$ cat src/rtl/seq_gen_pkg.sv
// Shared definitions for the serial pattern generator: FSM encoding and the
// default pattern used by the detector benches.
package seq_gen_pkg;

    // FSM state encoding
    localparam logic [1:0] ST_IDLE  = 2'd0;
    localparam logic [1:0] ST_SHIFT = 2'd1;
    localparam logic [1:0] ST_GAP   = 2'd2;
    localparam logic [1:0] ST_DONE  = 2'd3;

    typedef enum logic [1:0] {
        IDLE  = ST_IDLE,
        SHIFT = ST_SHIFT,
        GAP   = ST_GAP,
        DONE  = ST_DONE
    } state_t;

    // Default pattern shared with the sequence-detector benches
    localparam logic [4:0] PAT_10101 = 5'b10101;

endpackage

$ cat src/rtl/seq_shift_ctr.sv
// Loadable MSB-first shift register with a bit counter that wraps explicitly
// at PAT_W-1. Priority: clear > load > shift.
module seq_shift_ctr #(
    parameter int unsigned PAT_W = 5
) (
    input  logic             clk,
    input  logic             nrst,
    input  logic             clear,
    input  logic             load,
    input  logic [PAT_W-1:0] load_val,
    input  logic             shift_en,
    output logic             msb,       // MSB the register holds after this edge
    output logic             last_bit   // current MSB is the final bit of the pattern
);

    localparam int unsigned CNT_W = $clog2(PAT_W);

    logic [PAT_W-1:0] shreg_q, shreg_d;
    logic [CNT_W-1:0] cnt_q, cnt_d;

    assign last_bit = (cnt_q == CNT_W'(PAT_W - 1));
    assign msb      = shreg_d[PAT_W-1];

    // Next-state for the shift register and bit counter
    always_comb begin
        shreg_d = shreg_q;
        cnt_d   = cnt_q;
        if (clear) begin
            shreg_d = '0;
            cnt_d   = '0;
        end else if (load) begin
            shreg_d = load_val;
            cnt_d   = '0;
        end else if (shift_en) begin
            shreg_d = {shreg_q[PAT_W-2:0], 1'b0};
            cnt_d   = last_bit ? '0 : cnt_q + 1'b1;
        end
    end

    // State registers
    always_ff @(posedge clk or negedge nrst) begin
        if (!nrst) begin
            shreg_q <= '0;
            cnt_q   <= '0;
        end else begin
            shreg_q <= shreg_d;
            cnt_q   <= cnt_d;
        end
    end

endmodule

$ cat src/rtl/seq_pattern_gen.sv
// Serial bit-pattern transmitter: captures a pattern and repeat count on start,
// then shifts the pattern out MSB-first for the requested repetitions.
// Optional macro SEQ_GEN_GAP_EN inserts GAP_LEN idle cycles between repetitions.
// All outputs are flops loaded from the next state, so the first bit appears the
// cycle after start is sampled.
module seq_pattern_gen
    import seq_gen_pkg::*;
#(
    parameter int unsigned PAT_W   = 5,
    parameter int unsigned REP_W   = 4,
    parameter int unsigned GAP_LEN = 2
) (
    input  logic             clk,
    input  logic             nrst,
    input  logic             start,
    input  logic             abort,
    input  logic [PAT_W-1:0] pat_in,
    input  logic [REP_W-1:0] n_reps,
    output logic             x_out,
    output logic             x_vld,
    output logic             busy,
    output logic             done
);

    if (PAT_W < 2 || GAP_LEN < 1) begin : g_param_check
        $error("seq_pattern_gen: PAT_W must be >= 2 and GAP_LEN >= 1");
    end

    state_t           state_q, state_d;
    logic [PAT_W-1:0] pat_q, pat_d;
    logic [REP_W-1:0] rep_q, rep_d;
    logic             sr_clear, sr_load, sr_shift, sr_msb, sr_last;
    logic [PAT_W-1:0] sr_load_val;

`ifdef SEQ_GEN_GAP_EN
    localparam int unsigned GAP_W = (GAP_LEN > 1) ? $clog2(GAP_LEN) : 1;
    logic [GAP_W-1:0] gap_q, gap_d;
`endif

    seq_shift_ctr #(
        .PAT_W (PAT_W)
    ) u_shift_ctr (
        .clk      (clk),
        .nrst     (nrst),
        .clear    (sr_clear),
        .load     (sr_load),
        .load_val (sr_load_val),
        .shift_en (sr_shift),
        .msb      (sr_msb),
        .last_bit (sr_last)
    );

    // Next-state logic; abort overrides every state
    always_comb begin
        state_d     = state_q;
        pat_d       = pat_q;
        rep_d       = rep_q;
        sr_clear    = 1'b0;
        sr_load     = 1'b0;
        sr_shift    = 1'b0;
        sr_load_val = pat_q;
`ifdef SEQ_GEN_GAP_EN
        gap_d       = gap_q;
`endif
        if (abort) begin
            state_d  = IDLE;
            rep_d    = '0;
            sr_clear = 1'b1;
`ifdef SEQ_GEN_GAP_EN
            gap_d    = '0;
`endif
        end else begin
            unique case (state_q)
                IDLE: begin
                    if (start) begin
                        if (n_reps != '0) begin
                            pat_d       = pat_in;
                            rep_d       = n_reps;
                            sr_load     = 1'b1;
                            sr_load_val = pat_in;
                            state_d     = SHIFT;
                        end else begin
                            state_d = DONE;
                        end
                    end
                end
                SHIFT: begin
                    sr_shift = 1'b1;
                    if (sr_last) begin
                        rep_d = rep_q - 1'b1;
                        if (rep_q == REP_W'(1)) begin
                            state_d  = DONE;
                            sr_clear = 1'b1;
                        end else begin
`ifdef SEQ_GEN_GAP_EN
                            state_d = GAP;
                            gap_d   = '0;
`else
                            // Back-to-back: reload from the captured copy
                            sr_load = 1'b1;
`endif
                        end
                    end
                end
`ifdef SEQ_GEN_GAP_EN
                GAP: begin
                    if (gap_q == GAP_W'(GAP_LEN - 1)) begin
                        sr_load = 1'b1;
                        state_d = SHIFT;
                    end else begin
                        gap_d = gap_q + 1'b1;
                    end
                end
`endif
                DONE:    state_d = IDLE;
                default: state_d = IDLE;
            endcase
        end
    end

    // State and registered outputs
    always_ff @(posedge clk or negedge nrst) begin
        if (!nrst) begin
            state_q <= IDLE;
            pat_q   <= '0;
            rep_q   <= '0;
            x_out   <= 1'b0;
            x_vld   <= 1'b0;
            busy    <= 1'b0;
            done    <= 1'b0;
        end else begin
            state_q <= state_d;
            pat_q   <= pat_d;
            rep_q   <= rep_d;
            x_out   <= (state_d == SHIFT) && sr_msb;
            x_vld   <= (state_d == SHIFT);
            busy    <= (state_d == SHIFT) || (state_d == GAP);
            done    <= (state_d == DONE);
        end
    end

`ifdef SEQ_GEN_GAP_EN
    // Inter-repetition gap counter
    always_ff @(posedge clk or negedge nrst) begin
        if (!nrst) begin
            gap_q <= '0;
        end else begin
            gap_q <= gap_d;
        end
    end
`endif

endmodule
$ cat config.mk
export PLATFORM = sky130hd
export DESIGN_NAME = seq_pattern_gen
export DESIGN_NICKNAME = d
export VERILOG_FILES = /design/src/rtl/seq_gen_pkg.sv /design/src/rtl/seq_shift_ctr.sv /design/src/rtl/seq_pattern_gen.sv
export SDC_FILE = /design/constraint.sdc
export NUM_CORES = 1
export LEC_CHECK = 0
export ABC_AREA = 1
export BUFFER_PORTS_ARGS = -buffer_cell sky130_fd_sc_hd__buf_4
export CORE_MARGIN = 1.5
export CORE_UTILIZATION = 60
export DETAILED_ROUTE_END_ITERATION = 7
export PLACE_DENSITY = 0.83
export SLEW_MARGIN = 10
export SYNTH_ARGS = -nofsm -noshare
export SYNTH_HDL_FRONTEND = slang
export SYNTH_SLANG_ARGS = --single-unit
$ cat constraint.sdc
create_clock -name clk -period 2.5 [get_ports clk]
set_input_delay 0.25 -clock clk [delete_from_list [all_inputs] [get_ports clk]]
set_output_delay 0.25 -clock clk [all_outputs]
set_load 0.1 [all_outputs]
== After elaboration in Yosys (flattened, before gate mapping) ==
Index checks and enable logic that the tools add are counted.
Storage, ports and cells
  bits in registers: 23
Cells by class
  reduce and logical (&&, ||, !) cells: 7
  muxes and demuxes: 34
  add/subtract/negate cells: 2
  eq/ne operators: 9
Operators by type and width (number)
  2-to-1 mux 5 bit: 7
  2-to-1 mux 4 bit: 4
  2-to-1 mux 3 bit: 4
  2-to-1 mux 1 bit: 11
  2-to-1 mux 2 bit: 5
  case mux 4 bit (2 select lines): 1
  != test 3 bit, second input constant: 2
  nonzero test 3 bit: 2
  equality test 2 x 1 -> 1 bit, second input constant: 2
  equality test 2 bit, second input constant: 2
  equality test 4 x 1 -> 1 bit, second input constant: 1
  case mux 2 bit (2 select lines): 1
  AND reduction 4 bit: 1
  nonzero test 4 bit: 1
  subtractor 4 x 1 -> 4 bit, second input constant: 1
  adder 3 x 1 -> 3 bit, second input constant: 1
  equality test 3 bit, second input constant: 1
  != test 3 x 2 -> 1 bit, second input constant: 1
  logical NOT 2 bit: 1
  case mux 1 bit (2 select lines): 1
  logical AND 1 bit: 1
  logical OR 1 bit: 1

== Logic depth before layout (Yosys ltp) ==
  depth after elaboration: 8
  depth in mapped cells: 12
  depth with buffers taken out: 12

== Hierarchy ==
From an unflattened synthesis, not the netlist that was laid out.
Second synthesis, totals
  cells, all modules: 155
  area, all modules: 1227.4 µm²
Modules (own cells, without submodules)
  seq_pattern_gen: instances 1, cells an instance 99, sequential area each 375.4 µm², area an instance 787.0 µm²
  seq_shift_ctr: instances 1, cells an instance 56, sequential area each 200.2 µm², area an instance 440.4 µm²

== Worst setup path before layout ==
Ideal clock, no wire load.
  kind: flip-flop to flip-flop
  start point: register u_shift_ctr.cnt_q[0]
  end point: register busy
  required time: 2387 ps
  cell stages (with the launch flop): 12
  arrival time: 1450 ps
  period minus slack after synthesis: 1563 ps
  path slack: 937 ps
  setup time: 113 ps
  cell sequence: dfrtp_1 -> inv_1 -> ha_1 -> nand2_2 -> nor2_2 -> inv_1 -> nor2_1 -> a31oi_1 -> nor2_1 -> inv_1 -> ha_1 -> inv_1
Between the ends
  word-level cells in the longest chain between the ends: 6
  elaborated cells on any way between the ends: 7
  classes of those cells: 3 x eq/ne; 3 x mux; 1 x reduce/logical
RTL lines
  from (decl): RTL line seq_shift_ctr.sv:19  | logic [CNT_W-1:0] cnt_q, cnt_d;
  from (signal assigned): RTL line seq_shift_ctr.sv:47  | cnt_q <= cnt_d;
  equality test 3 bit *: RTL line seq_shift_ctr.sv:21  | assign last_bit = (cnt_q == CNT_W'(PAT_W - 1));
  2-to-1 mux 2 bit *: RTL line seq_pattern_gen.sv:89  | if (sr_last) begin
  case mux 2 bit (2 select lines) *: RTL line seq_pattern_gen.sv:73  | unique case (state_q)
  2-to-1 mux 2 bit *: RTL line seq_pattern_gen.sv:65  | if (abort) begin
  via state_d[1]: RTL line seq_pattern_gen.sv:29  | state_t state_q, state_d;
  equality test 2 x 1 -> 1 bit / equality test 2 bit (equally long branches): RTL line seq_pattern_gen.sv:137  | busy <= (state_d == SHIFT) || (state_d == GAP);
  logical OR 1 bit *: RTL line seq_pattern_gen.sv:137
  to (signal assigned): RTL line seq_pattern_gen.sv:137
  to (decl): RTL line seq_pattern_gen.sv:21  | output logic busy,
The timed path passes the listed nets; every way through them passes the cells marked *.
A chain may end at the register's enable or synchronous reset.

== Worst setup path after layout ==
Ends and elaborated chain as after synthesis.

==> flow_metrics.py <==
metrics = {
    "synthesis": {
        "synthesis.nets": 175,
        "synthCells": 156,
        "ys_seq_elements": 23,
        "yosysMostFrequentCell": "nand2_1",
        "yosys_most_used_dff": "dfrtp_1",
        "synth_edf_count": 0,
        "yosysUniqueCellTypes": 23,
        "syn_avg_cell_area_sq_um": 8.22,
        "synth_top_area_share_pct": 44.9,
        "async_flop_share_pct": 100,
        "yosysTopAreaCell": "dfrtp_1",
        "synth-seq-area-share_pct": 44.9,
        "yosys-top-cells-area": "dfrtp_1 (45%), nand2_1 (14%), ha_1 (5.9%), inv_1 (5.9%), nand3_1 (3.5%)",
        "netlist_area_sq_um": 1280,
        "ys_warn_count": 0,
        "yosys-top-cells-count": "nand2_1 (49), dfrtp_1 (23), inv_1 (20)",
    },
    "layout": {
        "n_antenna_cell": 0,
        "nFillCells": 149,
        "final_core_util_pct": 73.7,
        "areaGrowthSynthToFinish_pct": 14.0,
        "layout-drive-gt1-share_pct": 22.2,
        "nNetsFinal": 196,
    },
    "floorplan": {
        "die-width_um": 49.2,
        "core_area_sq_um": 1980,
        "placementRows": 16,
        "die_h_um": 49.2,
        "start_util_pct": 64.7,
        "die-area_sq_um": 2420,
        "ios": 17,
    },
    "critical_path": {
        "ff2ff_setup_slack_ps": 750,
        "path_cells": "inv_1 -> ha_1 -> nand2_2 -> nor2_2 -> inv_1 -> nor2_1 -> a31oi_1 -> nor2_1 -> inv_1 -> ha_1 -> inv_1",
        "worst_ep_required_time_ps": 2720,
        "cp.depth": 11,
        "critPathMaxStageDelay_ps": 430,
        "worst_setup_path_end_kind": "flop",
        "crit_top_cell": "inv_1",
        "startpoint_type": "flop",
        "critical_path.max_fanout": 4,
        "cp.arrival_ps": 1960,
        "reg2regPathDepth": 11,
        "crit_type": "reg2reg",
        "crit_buf_inv": 4,
        "cp_slowest_cell": "dfrtp_1",
        "crit_family": "simple AND/OR/NAND/NOR gates",
    },
    "pwr": {
        "finalPower_uw": 820,
        "p_switching_uw": 270,
        "combPwrFrac_pct": 26.6,
        "clkPwrFrac_pct": 20.7,
        "ir_worst_vdd_mv": 0.472,
        "seq_power_share_pct": 52.7,
        "p_per_area_nw_per_um2": 561,
        "leakage_nw": 0.800,
        "p_int_uw": 549,
        "swShare_pct": 33.0,
    },
    "drt": {
        "drcViolationCount": 0,
        "wl_per_cell_um": 12.0,
        "first_iter_violations": 29,
        "num_vias": 1053,
        "detail_route.vias_per_cell": 5.19,
        "ant_nets": 0,
        "drt-total-wl_mm": 2.43,
        "dr.pass1.iters": 6,
    },
    "timing": {
        "setup_viol": 0,
        "slew_violations": 0,
        "rsz0062_at_grt": "no",
        "tightest_slew_ps": 282,
        "finClkSkew_ps": 4.25,
        "min_period_over_period_pct": 69.8,
        "tns_ps": 0,
        "max-slew-margin-rel_pct": 81.2,
        "hold-worst-slack_ps": 181,
        "fmax_mhz": 573,
        "hold_viol": 0,
        "fin_crit_ps": 1750,
    },
    "clock_tree": {
        "holdBufCountCts": 1,
        "ctsHtreeMaxLevel": 1,
        "clockRootBuffer": "clkbuf_4",
        "post-cts-setup-buffers": 0,
        "clock_path_buffers": 2,
        "tritoncts": "yes",
        "clock-sinks": 23,
        "cts_resized": 0,
        "cts_made_buffers": 3,
        "path_clk_slew_ps": 120,
        "insertion_delay_ps": 310,
    },
    "global_routing": {
        "gr-total-overflow": 0,
        "grt_pass1_wl_mm": 4.26,
        "grt_max_degree": 24,
        "grt_use_total_pct": 22.9,
        "grt_pass1_vias": 977,
        "grt_antenna_before_repair": 0,
    },
    "placement": {
        "hpwl_mm": 1.84,
        "place_congestion": 0.764,
        "portBuffers": 16,
    },
    "worst_hold_path": {
        "hold_class": "in2reg",
        "hold_depth": 2,
    },
    "outcome": {
        "outcome": "finished, final reports clean",
    },
    "flow_run": {
        "maxCapViolations": 0,
    },
}
-- path summary, 6_finish.rpt --
path,endpoint,start
setup reg to reg,busy,u_shift_ctr.cnt_q[0]
setup / recovery,busy,u_shift_ctr.cnt_q[0]
hold / removal,state_q[1],abort
max in group asynchronous,rep_q[0],nrst
hold reg to reg,pat_q[2],pat_q[2]
min in group asynchronous,pat_q[4],nrst
-- through the flow --
step                      std cells  instance area [sq um]  setup WS (ps)
final                           203                   1460            754
after floorplan                 156                   1280            937
after global placement          198                   1430            875
after global routing            203                   1460            605
after detailed placement        198                   1430            782
after CTS                       203                   1460            752
-- cells in the final DEF (no fill, tap or decap), types with 2 or more instances in the layout --
master | Yosys | layout
nand2_1 | 49 | 49
dfrtp_1 | 23 | 23
inv_1 | 20 | 20
buf_4 | 0 | 16
nor2_1 | 10 | 10
nand3_1 | 9 | 9
o21ai_0 | 8 | 8
ha_1 | 6 | 6
nand2_2 | 5 | 5
nand4_1 | 4 | 4
nand2_4 | 4 | 4
inv_2 | 3 | 3
nor2_2 | 3 | 3
clkbuf_4 | 0 | 3
xnor2_1 | 2 | 2
-- logic make-up (layout without fill, tap and decap cells) --
| kind of cell | Yosys count | count (layout) | share of synthesized area [%] |
|---|---|---|---|
| simple gates | 88 | 88 | 34.0 |
| buf+inv | 24 | 44 | 7.61 |
| flops | 23 | 23 | 44.9 |
| compound gates | 13 | 13 | 6.34 |
| fa+ha+maj | 6 | 6 | 5.85 |
| xor+xnor | 2 | 2 | 1.37 |
-- area by class of cell --
cell class                      count  area (sq um)  area share (%)
Clock buffer                        4          26.3            1.80
Inverter                           23          86.3            5.91
Multi-Input combinational cell    109           609            41.7
Sequential cell                    23           576            39.4
Tap cell                           27          33.8            2.31
Timing Repair Buffer               17           130            8.90
-- registers in the layout, summed over array words and instances (netlist names) --
name,cells
pat_q,5
u_shift_ctr.shreg_q,5
rep_q,4
u_shift_ctr.cnt_q,3
state_q,2
busy,1
done,1
x_out,1
x_vld,1
-- power groups by stage --
stage               registers (mW)  logic (mW)  clock network [mW]
finish                       0.432       0.218               0.170
global route                 0.436       0.245               0.193
CTS                          0.432       0.219               0.174
detailed placement           0.439       0.217                   0
global placement             0.436       0.204                   0
floorplan                    0.459       0.132                   0
-- routing by layer --
layer | track usage [%] | vias to the layer above | share of wire [%]
met1 | 31.0 | 477 | 43
met4 | 7.14 | 0 | 1.6
li1 | - | 526 | -
met3 | 3.07 | 7 | 4.9
met2 | 37.8 | 43 | 50
met5 | 0 | - | 0
(Power assumes the default switching activity.)
